$ cat src/rtl/mips_mon_pkg.sv
// Shared definitions for the MIPS run monitor: FSM states, halt reasons,
// and the width of one store-trace entry ({address, data}).
package mips_mon_pkg;

  typedef enum logic [1:0] {
    ST_IDLE   = 2'd0,
    ST_RUN    = 2'd1,
    ST_HALTED = 2'd2
  } state_t;

  localparam logic [1:0] HR_NONE = 2'b00;
  localparam logic [1:0] HR_WDOG = 2'b01;
  localparam logic [1:0] HR_LOOP = 2'b10;

  localparam int TRACE_W = 64;

endpackage

$ cat src/rtl/mips_trace_fifo.sv
// First-word-fall-through store-trace FIFO. The head entry is always visible
// on 'head' while the FIFO is not empty. When the FIFO is full, a push is
// accepted only together with a pop. Full and empty are told apart by one
// extra pointer bit.
module mips_trace_fifo
  import mips_mon_pkg::*;
#(
  parameter int unsigned DEPTH = 16
) (
  input  logic               clk,
  input  logic               rst_n,
  input  logic               push,
  input  logic [TRACE_W-1:0] push_data,
  input  logic               pop,
  output logic [TRACE_W-1:0] head,
  output logic               empty,
  output logic               full
);

  localparam int unsigned AW = $clog2(DEPTH);

  logic [TRACE_W-1:0] mem [DEPTH];
  logic [AW:0]        wr_ptr;
  logic [AW:0]        rd_ptr;
  logic               do_push;
  logic               do_pop;

  assign empty   = (wr_ptr == rd_ptr);
  assign full    = (wr_ptr[AW] != rd_ptr[AW]) && (wr_ptr[AW-1:0] == rd_ptr[AW-1:0]);
  assign do_pop  = pop && !empty;
  assign do_push = push && (!full || do_pop);
  assign head    = mem[rd_ptr[AW-1:0]];

  // Pointer advance; wrap-around comes for free from the pointer width.
  always_ff @(posedge clk or negedge rst_n) begin
    if (!rst_n) begin
      wr_ptr <= '0;
      rd_ptr <= '0;
    end else begin
      if (do_push) wr_ptr <= wr_ptr + (AW+1)'(1);
      if (do_pop)  rd_ptr <= rd_ptr + (AW+1)'(1);
    end
  end

  // Storage write; the contents need no reset because the pointers gate visibility.
  always_ff @(posedge clk) begin
    if (do_push) mem[wr_ptr[AW-1:0]] <= push_data;
  end

endmodule

$ cat src/rtl/mips_run_monitor.sv
// Run control and observation for the MIPS core. The block starts the core,
// counts RUN cycles, and halts the core on a watchdog limit or on a PC
// self-loop. Every data-memory store made in RUN goes into a trace FIFO.
module mips_run_monitor
  import mips_mon_pkg::*;
#(
  parameter int unsigned MAX_CYCLES  = 101,
  parameter int unsigned STALL_LIMIT = 4,
  parameter int unsigned TRACE_DEPTH = 16
) (
  input  logic        clk,
  input  logic        rst_n,
  input  logic        start,
  input  logic [31:0] cpu_pc,
  input  logic        mem_we,
  input  logic [31:0] mem_addr,
  input  logic [31:0] mem_wdata,
  output logic        cpu_run_en,
  output logic        halted,
  output logic [1:0]  halt_reason,
  output logic [31:0] cycle_count,
  output logic        trace_valid,
  output logic [31:0] trace_addr,
  output logic [31:0] trace_data,
  input  logic        trace_rd,
  output logic        trace_overflow
);

  // A halt fires in the cycle whose increment reaches the limit.
  localparam logic [31:0] WDOG_LAST = 32'(MAX_CYCLES - 1);
  localparam logic [31:0] LOOP_LAST = 32'(STALL_LIMIT - 2);

  function automatic logic [31:0] sat_inc(input logic [31:0] v);
    return (v == 32'hFFFF_FFFF) ? v : v + 32'd1;
  endfunction

  state_t               state;
  logic [31:0]          stall_cnt;
  logic [31:0]          prev_pc;
  logic                 first_cyc;
  logic                 pc_same;
  logic                 loop_hit;
  logic                 wdog_hit;
  logic                 store_push;
  logic                 fifo_empty;
  logic                 fifo_full;
  logic [TRACE_W-1:0]   fifo_head;

  // The first RUN cycle only loads prev_pc, so it never counts as a repeat.
  assign pc_same    = !first_cyc && (cpu_pc == prev_pc);
  assign loop_hit   = pc_same && (stall_cnt == LOOP_LAST);
  assign wdog_hit   = (cycle_count == WDOG_LAST);
  assign store_push = (state == ST_RUN) && mem_we;

  // Run-control FSM with registered core enable, halt flag and reason.
  always_ff @(posedge clk or negedge rst_n) begin
    if (!rst_n) begin
      state       <= ST_IDLE;
      cpu_run_en  <= 1'b0;
      halted      <= 1'b0;
      halt_reason <= HR_NONE;
      cycle_count <= '0;
      stall_cnt   <= '0;
      prev_pc     <= '0;
      first_cyc   <= 1'b0;
    end else begin
      case (state)
        ST_IDLE, ST_HALTED: begin
          if (start) begin
            state       <= ST_RUN;
            cpu_run_en  <= 1'b1;
            halted      <= 1'b0;
            halt_reason <= HR_NONE;
            cycle_count <= '0;
            stall_cnt   <= '0;
            first_cyc   <= 1'b1;
          end
        end
        ST_RUN: begin
          cycle_count <= sat_inc(cycle_count);
          prev_pc     <= cpu_pc;
          first_cyc   <= 1'b0;
          stall_cnt   <= pc_same ? stall_cnt + 32'd1 : '0;
          if (loop_hit || wdog_hit) begin
            state       <= ST_HALTED;
            cpu_run_en  <= 1'b0;
            halted      <= 1'b1;
            halt_reason <= loop_hit ? HR_LOOP : HR_WDOG;
          end
        end
        default: begin
          state      <= ST_IDLE;
          cpu_run_en <= 1'b0;
          halted     <= 1'b0;
        end
      endcase
    end
  end

  // Sticky overflow: a store arrived while the FIFO was full and nothing was popped.
  always_ff @(posedge clk or negedge rst_n) begin
    if (!rst_n) begin
      trace_overflow <= 1'b0;
    end else if (store_push && fifo_full && !trace_rd) begin
      trace_overflow <= 1'b1;
    end
  end

  mips_trace_fifo #(
    .DEPTH (TRACE_DEPTH)
  ) u_fifo (
    .clk       (clk),
    .rst_n     (rst_n),
    .push      (store_push),
    .push_data ({mem_addr, mem_wdata}),
    .pop       (trace_rd),
    .head      (fifo_head),
    .empty     (fifo_empty),
    .full      (fifo_full)
  );

  assign trace_valid = !fifo_empty;
  assign trace_addr  = fifo_head[63:32];
  assign trace_data  = fifo_head[31:0];

endmodule
$ cat config.mk
export PLATFORM = sky130hd
export DESIGN_NAME = mips_run_monitor
export DESIGN_NICKNAME = d
export VERILOG_FILES = /design/src/rtl/mips_mon_pkg.sv /design/src/rtl/mips_trace_fifo.sv /design/src/rtl/mips_run_monitor.sv
export SDC_FILE = /design/constraint.sdc
export NUM_CORES = 1
export LEC_CHECK = 0
export BUFFER_PORTS_ARGS = -buffer_cell sky130_fd_sc_hd__buf_2
export CORE_ASPECT_RATIO = 0.7
export CORE_MARGIN = 2
export CORE_UTILIZATION = 48
export DETAILED_ROUTE_END_ITERATION = 7
export SLEW_MARGIN = 20
export SYNTH_ARGS = -nofsm -noshare
export SYNTH_HDL_FRONTEND = slang
export SYNTH_SLANG_ARGS = --single-unit
$ cat constraint.sdc
create_clock -name clk -period 10.3 [get_ports clk]
set_clock_uncertainty 0.05 [all_clocks]
set_input_delay 1.03 -clock clk [delete_from_list [all_inputs] [get_ports clk]]
set_output_delay 1.03 -clock clk [all_outputs]
set_load 0.05 [all_outputs]
==> results by group, run 1 <==
Routing
  • DRC errors left: 0
  • Total number of vias: 22,079
  • Detailed Routing Iterations Pass 1: 7
  • First DRT Iteration DRCs: 2,630
  • Residual antenna-violating net count after detailed routing: 0
  • Vias per Instance: 5.89
  • Wire per inst: 27.3 µm
  • DRT Wirelength: 102,000 µm

Run
  • Max Cap Violations: 0

Synthesis
  • Top cells by area, synth: edfxtp_1 69%, mux4_2 16%, dfrtp_1 6.3%
  • Post-synth EDFFs: 1,024
  • Yosys warns: 0
  • Cell count after synthesis: 2,164
  • Register area share after synthesis: 75.2%
  • FF+latch count, synth: 1,137
  • Top FF cell, synth: edfxtp_1
  • Synth area leader: edfxtp_1
  • Distinct cell type count after synthesis: 52
  • Mapped Avg Cell Area: 20.6 µm²
  • Post-Synthesis Cell Area: 44,600 µm²
  • Top cell type's share of synthesized area: 68.9%
  • Synth async-reset ratio: 9.94%
  • Synthesized Nets: 2,274

Placement
  • DP Area: 47,300 µm²
  • Port buffer count: 202
  • GPL Wtd Cong: 0.807
  • DP HPWL: 52,700 µm

Floorplanning
  • Die X-Extent: 368 µm
  • Row cnt: 93
  • Die Ht: 259 µm
  • Die ar.: 95,500 µm²
  • Boundary Pins: 203
  • Core area: 92,000 µm²
  • Initial Utilization: 48.5%

CTS
  • Clock latency on the worst-skew pair: 0.69 ns
  • CTS tree: done
  • Num Clock Sinks: 1,137
  • CTS buffer count: 107
  • H-tree depth: 3
  • CTS root buffer: clkbuf_16
  • Hold_buf cts: 0
  • Clock slew seen by the registers of the worst setup and hold paths: 0.07 ns
  • Postcts setup bufs: 0
  • Clock Tree Buf Depth: 3
  • Post_cts resized: 0

Worst setup path
  • Worst path arrival time: 4.97 ns
  • CP Cell Sequence: buf_4, buf_4, mux4_2, mux4_2, buf_2
  • Crit path launch type: flip-flop
  • CP endpoint kind: primary output
  • Slowest stage delay, CP: 1.05 ns
  • Crit Path Class: reg2out
  • CP max-delay cell: dfrtp_4
  • Crit path max fanout: 76
  • WP data required: 9.22 ns

Worst hold path
  • Hold Crit Class: in2async

Timing
  • Final hold viol count: 0
  • Max-slew headroom: 25.3%
  • Final Slew Violations: 0
  • Final Cycle Share: 58.7%
  • Upper clock frequency limit: 165 MHz
  • Final setup viols: 0
  • Post-route minimum period: 6.05 ns
  • Least-Margin Pin Slew: 1.12 ns
  • RSZ-0062 raised after global routing: false
  • Total negative slack: 0 ns

Power
  • Cell area power density: 276 nW/µm²
  • P_leak: 0.0169 µW
  • VDD IR max: 0.000197 V

Cells and area
  • NumNets Final: 2,530
  • Final Instance Area: 50,800 µm²
  • Final core utilization: 55.2%
  • Commonest cells after routing, fill and taps aside: 1,024 x edfxtp_1, 320 x mux4_2, 201 x buf_2
  • Commonest non-fill, non-tap cell in the layout: edfxtp_1
  • Layout cells sized above 1: 30.5%
  • Syn-to-layout area delta: 13.9%

Global route
  • Overall Global Routing Usage: 21.9%
  • Gr ovfl total: 0
  • Initial antenna violation count: 11
  • First-pass GRT wire length: 152,000 µm
  • Largest net degree at the start of global routing: 77
  • Vias in the first global route: 22,568

Outcome
  • Status: finished clean
==> stage by stage <==
stage	setup slack, ns	total power, µW	hold WS (ns)	cells
floorplan	1.69	9070	0.401	2164
global placement	5.05	10200	0.420	3545
detailed placement	4.96	10200	0.431	3545
CTS	4.21	14200	0.419	3743
global route	4.06	14600	0.446	3745
finish	4.25	14000	0.433	3750
==> worst max-delay path: cells and delay by family, from the launching register on <==
kind | cells | cell delay, ns
flops | 1 | 1.05
mux | 2 | 0.97
buf+inv | 3 | 2.09
==> synthesized netlist by cell type, types with 14 or more instances <==
master,number
and2_1,16
buf_1,14
buf_2,24
clkbuf_1,66
dfrtp_1,113
edfxtp_1,1024
inv_1,18
mux4_2,320
nand2_1,171
nand3_1,31
nand4_1,33
nor2_1,78
nor2b_1,19
nor3_1,23
nor4_1,25
o2111ai_1,22
o21ai_0,15
xnor2_1,37
xor2_1,26
==> registers in the layout, summed over array words and instances (netlist names) <==
name / cells
u_fifo.mem: 1024
cycle_count: 32
prev_pc: 32
stall_cnt: 32
u_fifo.rd_ptr: 5
u_fifo.wr_ptr: 5
halt_reason: 2
cpu_run_en: 1
first_cyc: 1
halted: 1
state: 1
trace_overflow: 1
==> logic make-up (layout without fill, tap and decap cells) <==
family | count (synthesis) | after routing | share of synthesized area [%]
adder cells (fa/ha/maj) | 9 | 9 | 0.252
flip-flops | 1137 | 1137 | 75.2
buffers and inverters | 123 | 468 | 1.11
AND/OR/NAND/NOR | 438 | 438 | 4.69
AO/OA/AOI/OAI | 71 | 71 | 1.28
multiplexers | 323 | 323 | 16.2
XOR/XNOR | 63 | 63 | 1.24
other | 0 | 6 | 0
==> final timing paths <==
kind / from / endpoint / slack (ns) / depth (start not counted)
min in group clk: prev_pc[22] / prev_pc[22] / 0.44 / 2
hold / removal: rst_n / cycle_count[28] / 0.43 / 1
setup / recovery: u_fifo.rd_ptr[1] / trace_addr[31] / 4.25 / 5
hold reg to reg: prev_pc[22] / prev_pc[22] / 0.44 / 2
max in group asynchronous: rst_n / stall_cnt[17] / 8.50 / 2
setup reg to reg: u_fifo.rd_ptr[1] / u_fifo.mem[13][43] / 5.77 / 7
==> cell type report <==
cell class,count,area (µm²)
Clock buffer,139,2910
Antenna cell,6,15.0
Tap cell,1235,1550
Sequential cell,1137,33600
Clock inverter,59,581
Fill cell,6949,41200
Multi-Input combinational cell,904,10700
Timing Repair Buffer,252,1400
Inverter,18,67.6
==> routing by layer <==
metal / track usage, % / wire length [µm] / share of wire [%] / vias up
li1: - / - / - / 9433
met1: 31.9 / 45100 / 44 / 11856
met2: 34.4 / 49000 / 48 / 644
met3: 4.62 / 6410 / 6.3 / 140
met4: 4.83 / 1910 / 1.9 / 6
met5: 0 / 42 / 0.041 / -
==> report_power, final <==
| group | switching (µW) | leakage, µW | internal, µW | total [µW] |
|---|---|---|---|---|
| logic | 2640 | 0.00451 | 1720 | 4360 |
| clock network | 1680 | 0.00171 | 2270 | 3950 |
| registers | 322 | 0.0107 | 5370 | 5700 |
(Power assumes the default switching activity.)
==> run 2: changes to the inputs <==
==> constraint.sdc (replaced) <==
create_clock -name clk -period 5.9 [get_ports clk]
set_clock_uncertainty 0.05 [all_clocks]
set_input_delay 0.59 -clock clk [delete_from_list [all_inputs] [get_ports clk]]
set_output_delay 0.59 -clock clk [all_outputs]
set_load 0.05 [all_outputs]
==> run 2 against run 1 <==
Total power rose by 74%. Cell count barely moved. Die area did not move. Non-clock buffer count fell by 1. Combinational power rose by 80%. Global-route usage fell by 0.67 points. Largest power group unchanged.
==> results by group, run 2 (same netlist as run 1, synthesis figures left out) <==
Outcome
  • Status: finished clean

CTS
  • Clock Tree Buf Depth: 3
  • CTS root buffer: clkbuf_16
  • Postcts setup bufs: 0
  • Num Clock Sinks: 1,137
  • CTS tree: done
  • H-tree depth: 3
  • Clock latency on the worst-skew pair: 0.71 ns
  • CTS buffer count: 107
  • Clock slew seen by the registers of the worst setup and hold paths: 0.06 ns
  • Post_cts resized: 0

Power
  • Comb pwr share: 32.2%
  • Switch Pwr: 8160 µW
  • Reg power frac: 40.3%
  • Power Total: 24,300 µW
  • P_leak: 0.0169 µW
  • Switching portion of total power: 33.5%
  • Clock power frac: 27.5%
  • Cell area power density: 479 nW/µm²
  • Power Internal: 16,200 µW
  • VDD IR max: 0.000428 V

Global route
  • Vias in the first global route: 22,569
  • Overall Global Routing Usage: 21.2%
  • Gr ovfl total: 0
  • First-pass GRT wire length: 149,000 µm
  • Initial antenna violation count: 15
  • Largest net degree at the start of global routing: 153

Worst hold path
  • Hold Crit Class: in2reg
  • Hold Path End: prev_pc[7]
  • Hold path cells: 3
  • HP Start: cpu_pc[7]

Worst setup path
  • R2R Setup Slk: 2.26 ns
  • Worst path arrival time: 3.71 ns
  • Worst path most repeated cell: mux4_2
  • Crit Path Class: reg2out
  • WP data required: 5.26 ns
  • CP endpoint kind: primary output
  • Crit path max fanout: 35
  • CP Cell Sequence: buf_4, mux4_2, mux4_2, buf_2
  • Slowest stage delay, CP: 0.91 ns
  • CP max-delay cell: dfrtp_4
  • Worst r2r src: u_fifo.rd_ptr[2]
  • Reg2Reg Depth: 7
  • Crit path launch type: flip-flop
  • Worst reg2reg endpoint: u_fifo.mem[4][10]

Cells and area
  • NumNets Final: 2,529
  • Fillers: 6,935
  • Max reg flops: 1,024
  • Layout cells sized above 1: 30.1%
  • Syn-to-layout area delta: 13.9%
  • Commonest non-fill, non-tap cell in the layout: edfxtp_1
  • Non-filler instance count after layout: 3,751
  • Commonest cells after routing, fill and taps aside: 1,024 x edfxtp_1, 320 x mux4_2, 201 x buf_2

Routing
  • Detailed Routing Iterations Pass 1: 5
  • Residual antenna-violating net count after detailed routing: 0
  • DRC errors left: 0
  • First DRT Iteration DRCs: 2,608
  • Vias per Instance: 5.90
  • Total number of vias: 22,118
  • Wire per inst: 26.6 µm
  • DRT Wirelength: 99,700 µm

Floorplanning
  • Row cnt: 93
  • Die ar.: 95,500 µm²
  • Die X-Extent: 368 µm
  • Die Ht: 259 µm
  • Boundary Pins: 203
  • Initial Utilization: 48.5%
  • Core area: 92,000 µm²

Placement
  • GPL Wtd Cong: 0.777
  • DP HPWL: 52,200 µm
  • Port buffer count: 202
  • DP Cell Count: 3,544

Timing
  • Final Slew Violations: 0
  • Least-Margin Pin Slew: 1.12 ns
  • Max-slew headroom: 24.4%
  • Final Cycle Share: 73.7%
  • Total negative slack: 0 ns
  • Upper clock frequency limit: 230 MHz
  • Final setup viols: 0
  • RSZ-0062 raised after global routing: false
  • Final hold viol count: 0
  • Post-route minimum period: 4.35 ns

Run
  • Max Cap Violations: 0
==> run 2: what timing repair did <==
| item | 4_1_cts | 5_1_grt |
|---|---|---|
| hold buffers | 1 | 0 |
| hold endpoints to repair | 24 | 0 |
| endpoints found under the setup margin | 0 | 0 |
==> run 2: worst max-delay path by stage <==
| stage | start | endpoint | slack (ns) | depth (start not counted) |
|---|---|---|---|---|
| 2_1_floorplan | u_fifo.wr_ptr[2] | u_fifo.mem[1][0] | -0.47 | 7 |
| 3_3_place_gp | u_fifo.rd_ptr[0] | trace_data[30] | 2.18 | 4 |
| 3_5_place_dp | u_fifo.rd_ptr[2] | u_fifo.mem[4][10] | 2.18 | 7 |
| 4_1_cts | u_fifo.rd_ptr[0] | trace_data[22] | 1.40 | 4 |
| 5_1_grt | u_fifo.rd_ptr[0] | trace_data[30] | 1.28 | 4 |
| 6_report | u_fifo.rd_ptr[0] | trace_data[30] | 1.55 | 4 |
==> run 2: layout make-up <==
cell class / count / area, µm² / area share [%]
Tap cell: 1235 / 1550 / 3.04
Clock inverter: 54 / 419 / 0.825
Inverter: 18 / 67.6 / 0.133
Sequential cell: 1137 / 33600 / 66.1
Multi-Input combinational cell: 904 / 10700 / 21.1
Antenna cell: 4 / 10.0 / 0.0197
Timing Repair Buffer: 251 / 1490 / 2.93
Clock buffer: 148 / 2990 / 5.88
==> run 2: power by group through the flow <==
stage / Sequential [µW] / Clock (µW) / Combinational, µW
floorplan: 9800 / 0 / 6030
global placement: 9960 / 0 / 7920
CTS: 9820 / 6840 / 7990
detailed placement: 9990 / 0 / 7960
global route: 9880 / 7150 / 8310
finish: 9810 / 6680 / 7840
==> run 2: critical path: cells and delay by family (launching register included) <==
family	cells	cell delay, ns
muxes	2	1.13
buffers and inverters	2	0.95
DFF	1	0.91
==> run 2: layer usage <==
layer,wire [µm],GRT usage (%)
met1,45700,32.6
met2,46600,32.2
met3,5580,3.56
met4,1730,4.89
met5,63,0
==> run 2: per-stage QoR <==
step / area (µm²) / hold WS (ns) / worst slack (ns) / util, %
global route: 50800 / 0.0445 / 1.28 / 55.2
finish: 50800 / 0.0693 / 1.55 / 55.2
detailed placement: 47400 / 0.428 / 2.18 / 51.5
floorplan: 44700 / 0.244 / -0.471 / -
global placement: 47400 / 0.420 / 2.18 / 51.5
CTS: 50800 / 0.0161 / 1.40 / 55.2
==> run 3: changes to the inputs <==
==> constraint.sdc (replaced) <==
create_clock -name clk -period 4.55 [get_ports clk]
set_clock_uncertainty 0.05 [all_clocks]
set_input_delay 0.455 -clock clk [delete_from_list [all_inputs] [get_ports clk]]
set_output_delay 0.455 -clock clk [all_outputs]
set_load 0.05 [all_outputs]
==> run 3 against run 2 <==
Cell count is 1.2% higher. Hold slack better by 0.010 ns. Cell area is 1.1% higher. Sequential share of layout area is 0.70 points lower. Largest power group unchanged.
==> results by group, run 3 (same netlist as run 1, synthesis figures left out) <==
Timing
  • Final setup viols: 0
  • Final Slew Violations: 0
  • Final hold viol count: 0
  • Hold slack: 0.0794 ns
  • Final WS setup: 0.665 ns
  • Max-slew headroom: 32.0%
  • RSZ-0062 raised after global routing: false
  • Upper clock frequency limit: 257 MHz
  • Post-route minimum period: 3.89 ns
  • Final Cycle Share: 85.4%
  • Least-Margin Pin Slew: 1.02 ns

CTS
  • CTS tree: done
  • Clock slew seen by the registers of the worst setup and hold paths: 0.06 ns
  • Postcts setup bufs: 0
  • Num Clock Sinks: 1,137
  • Clock latency on the worst-skew pair: 0.69 ns
  • H-tree depth: 3
  • Clock Tree Buf Depth: 3
  • CTS root buffer: clkbuf_16
  • Hold_buf cts: 35
  • CTS buffer count: 107
  • Post_cts resized: 0

Worst setup path
  • Slowest stage delay, CP: 0.66 ns
  • CP Cell Sequence: buf_4, mux4_2, mux4_2, buf_2
  • CP max-delay cell: dfrtp_4
  • Worst path most repeated cell: mux4_2
  • Worst path arrival time: 3.38 ns
  • R2R Setup Slk: 1.34 ns
  • Crit path launch type: flip-flop
  • CP endpoint kind: primary output
  • Crit Path Class: reg2out
  • WP data required: 4.05 ns
  • Crit path max fanout: 32

Cells and area
  • Commonest non-fill, non-tap cell in the layout: edfxtp_1
  • Max reg flops: 1,024
  • Final core utilization: 55.8%
  • Commonest cells after routing, fill and taps aside: 1,024 x edfxtp_1, 320 x mux4_2, 201 x buf_2
  • Final Instance Area: 51,400 µm²
  • Layout cells sized above 1: 29.9%
  • Fillers: 6,933
  • Syn-to-layout area delta: 15.1%
  • NumNets Final: 2,572

Placement
  • Pre-CTS WS: 1.28 ns
  • GPL Wtd Cong: 0.827
  • DP HPWL: 53,600 µm
  • DP Area: 47,500 µm²
  • Port buffer count: 202

Routing
  • Wire per inst: 26.9 µm
  • Detailed Routing Iterations Pass 1: 5
  • First DRT Iteration DRCs: 2,289
  • DRC errors left: 0
  • DRT Wirelength: 102,000 µm
  • Vias per Instance: 5.88
  • Total number of vias: 22,296
  • Residual antenna-violating net count after detailed routing: 0

Power
  • VDD IR max: 0.000761 V
  • Cell area power density: 621 nW/µm²
  • P_leak: 0.0171 µW
  • Power Total: 31,900 µW

Global route
  • Vias in the first global route: 23,015
  • Gr ovfl total: 0
  • Overall Global Routing Usage: 21.7%
  • Largest net degree at the start of global routing: 151
  • First-pass GRT wire length: 152,000 µm
  • Initial antenna violation count: 16

Floorplanning
  • Die Ht: 259 µm
  • Die ar.: 95,500 µm²
  • Core area: 92,000 µm²
  • Boundary Pins: 203
  • Initial Utilization: 48.5%
  • Die X-Extent: 368 µm
  • Row cnt: 93

Worst hold path
  • Hold Crit Class: in2reg

Run
  • Max Cap Violations: 0

Outcome
  • Status: finished clean
run 3: cell count changes in the layout (fill, tap and decap cells not counted), sizes merged, moves of 8 or more:
cell / previous run / this run
buf: 250 / 259
bufinv: 5 / 13
clkbuf: 148 / 135
dlygate4sd3: 1 / 35
run 3: per-layer routing:
metal	global-route usage [%]	wire length (µm)
met1	32.8	46000
met3	4.32	6260
met4	4.93	1890
met5	0	63
met2	33.0	47900
run 3: where the power goes:
part	leakage [µW]	total (µW)	internal (µW)	switching, µW
Sequential	0.0107	12600	12200	421
Clock	0.00171	8990	5180	3810
Combinational	0.00472	10300	3970	6350
Total	0.0171	31900	21300	10600
run 3: worst max-delay path, delay by kind of cell (launching register included):
family / cells / cell delay (ns)
flops: 1 / 0.66
mux: 2 / 1.14
buf+inv: 2 / 0.87
run 3: cell type report:
class / instances / area (µm²) / area share, %
diodes: 7 / 17.5 / 0.0341
clock buffers: 135 / 2860 / 5.56
multi-input cells: 904 / 10700 / 20.9
well taps: 1235 / 1550 / 3.01
flip-flops and latches: 1137 / 33600 / 65.4
inverters: 18 / 67.6 / 0.132
repair buffers: 294 / 1890 / 3.68
clock inverters: 65 / 671 / 1.31
run 3: worst paths after layout:
check | from | end | cells past startpoint
min in group asynchronous | rst_n | stall_cnt[5] | 2
worst max register to register | u_fifo.rd_ptr[2] | u_fifo.mem[7][55] | 7
worst min register to register | trace_overflow | trace_overflow | 1
max in group asynchronous | rst_n | u_fifo.rd_ptr[1] | 3
worst max-delay path | u_fifo.rd_ptr[0] | trace_addr[0] | 4
worst min-delay path | mem_wdata[4] | u_fifo.mem[8][4] | 1
run 3: stage by stage:
stage          setup TNS [ns]  instances
2_1_floorplan         -298.40       2164
3_3_place_gp                0       3553
3_5_place_dp                0       3553
4_1_cts                     0       3788
5_1_grt                     0       3793
6_report                    0       3795
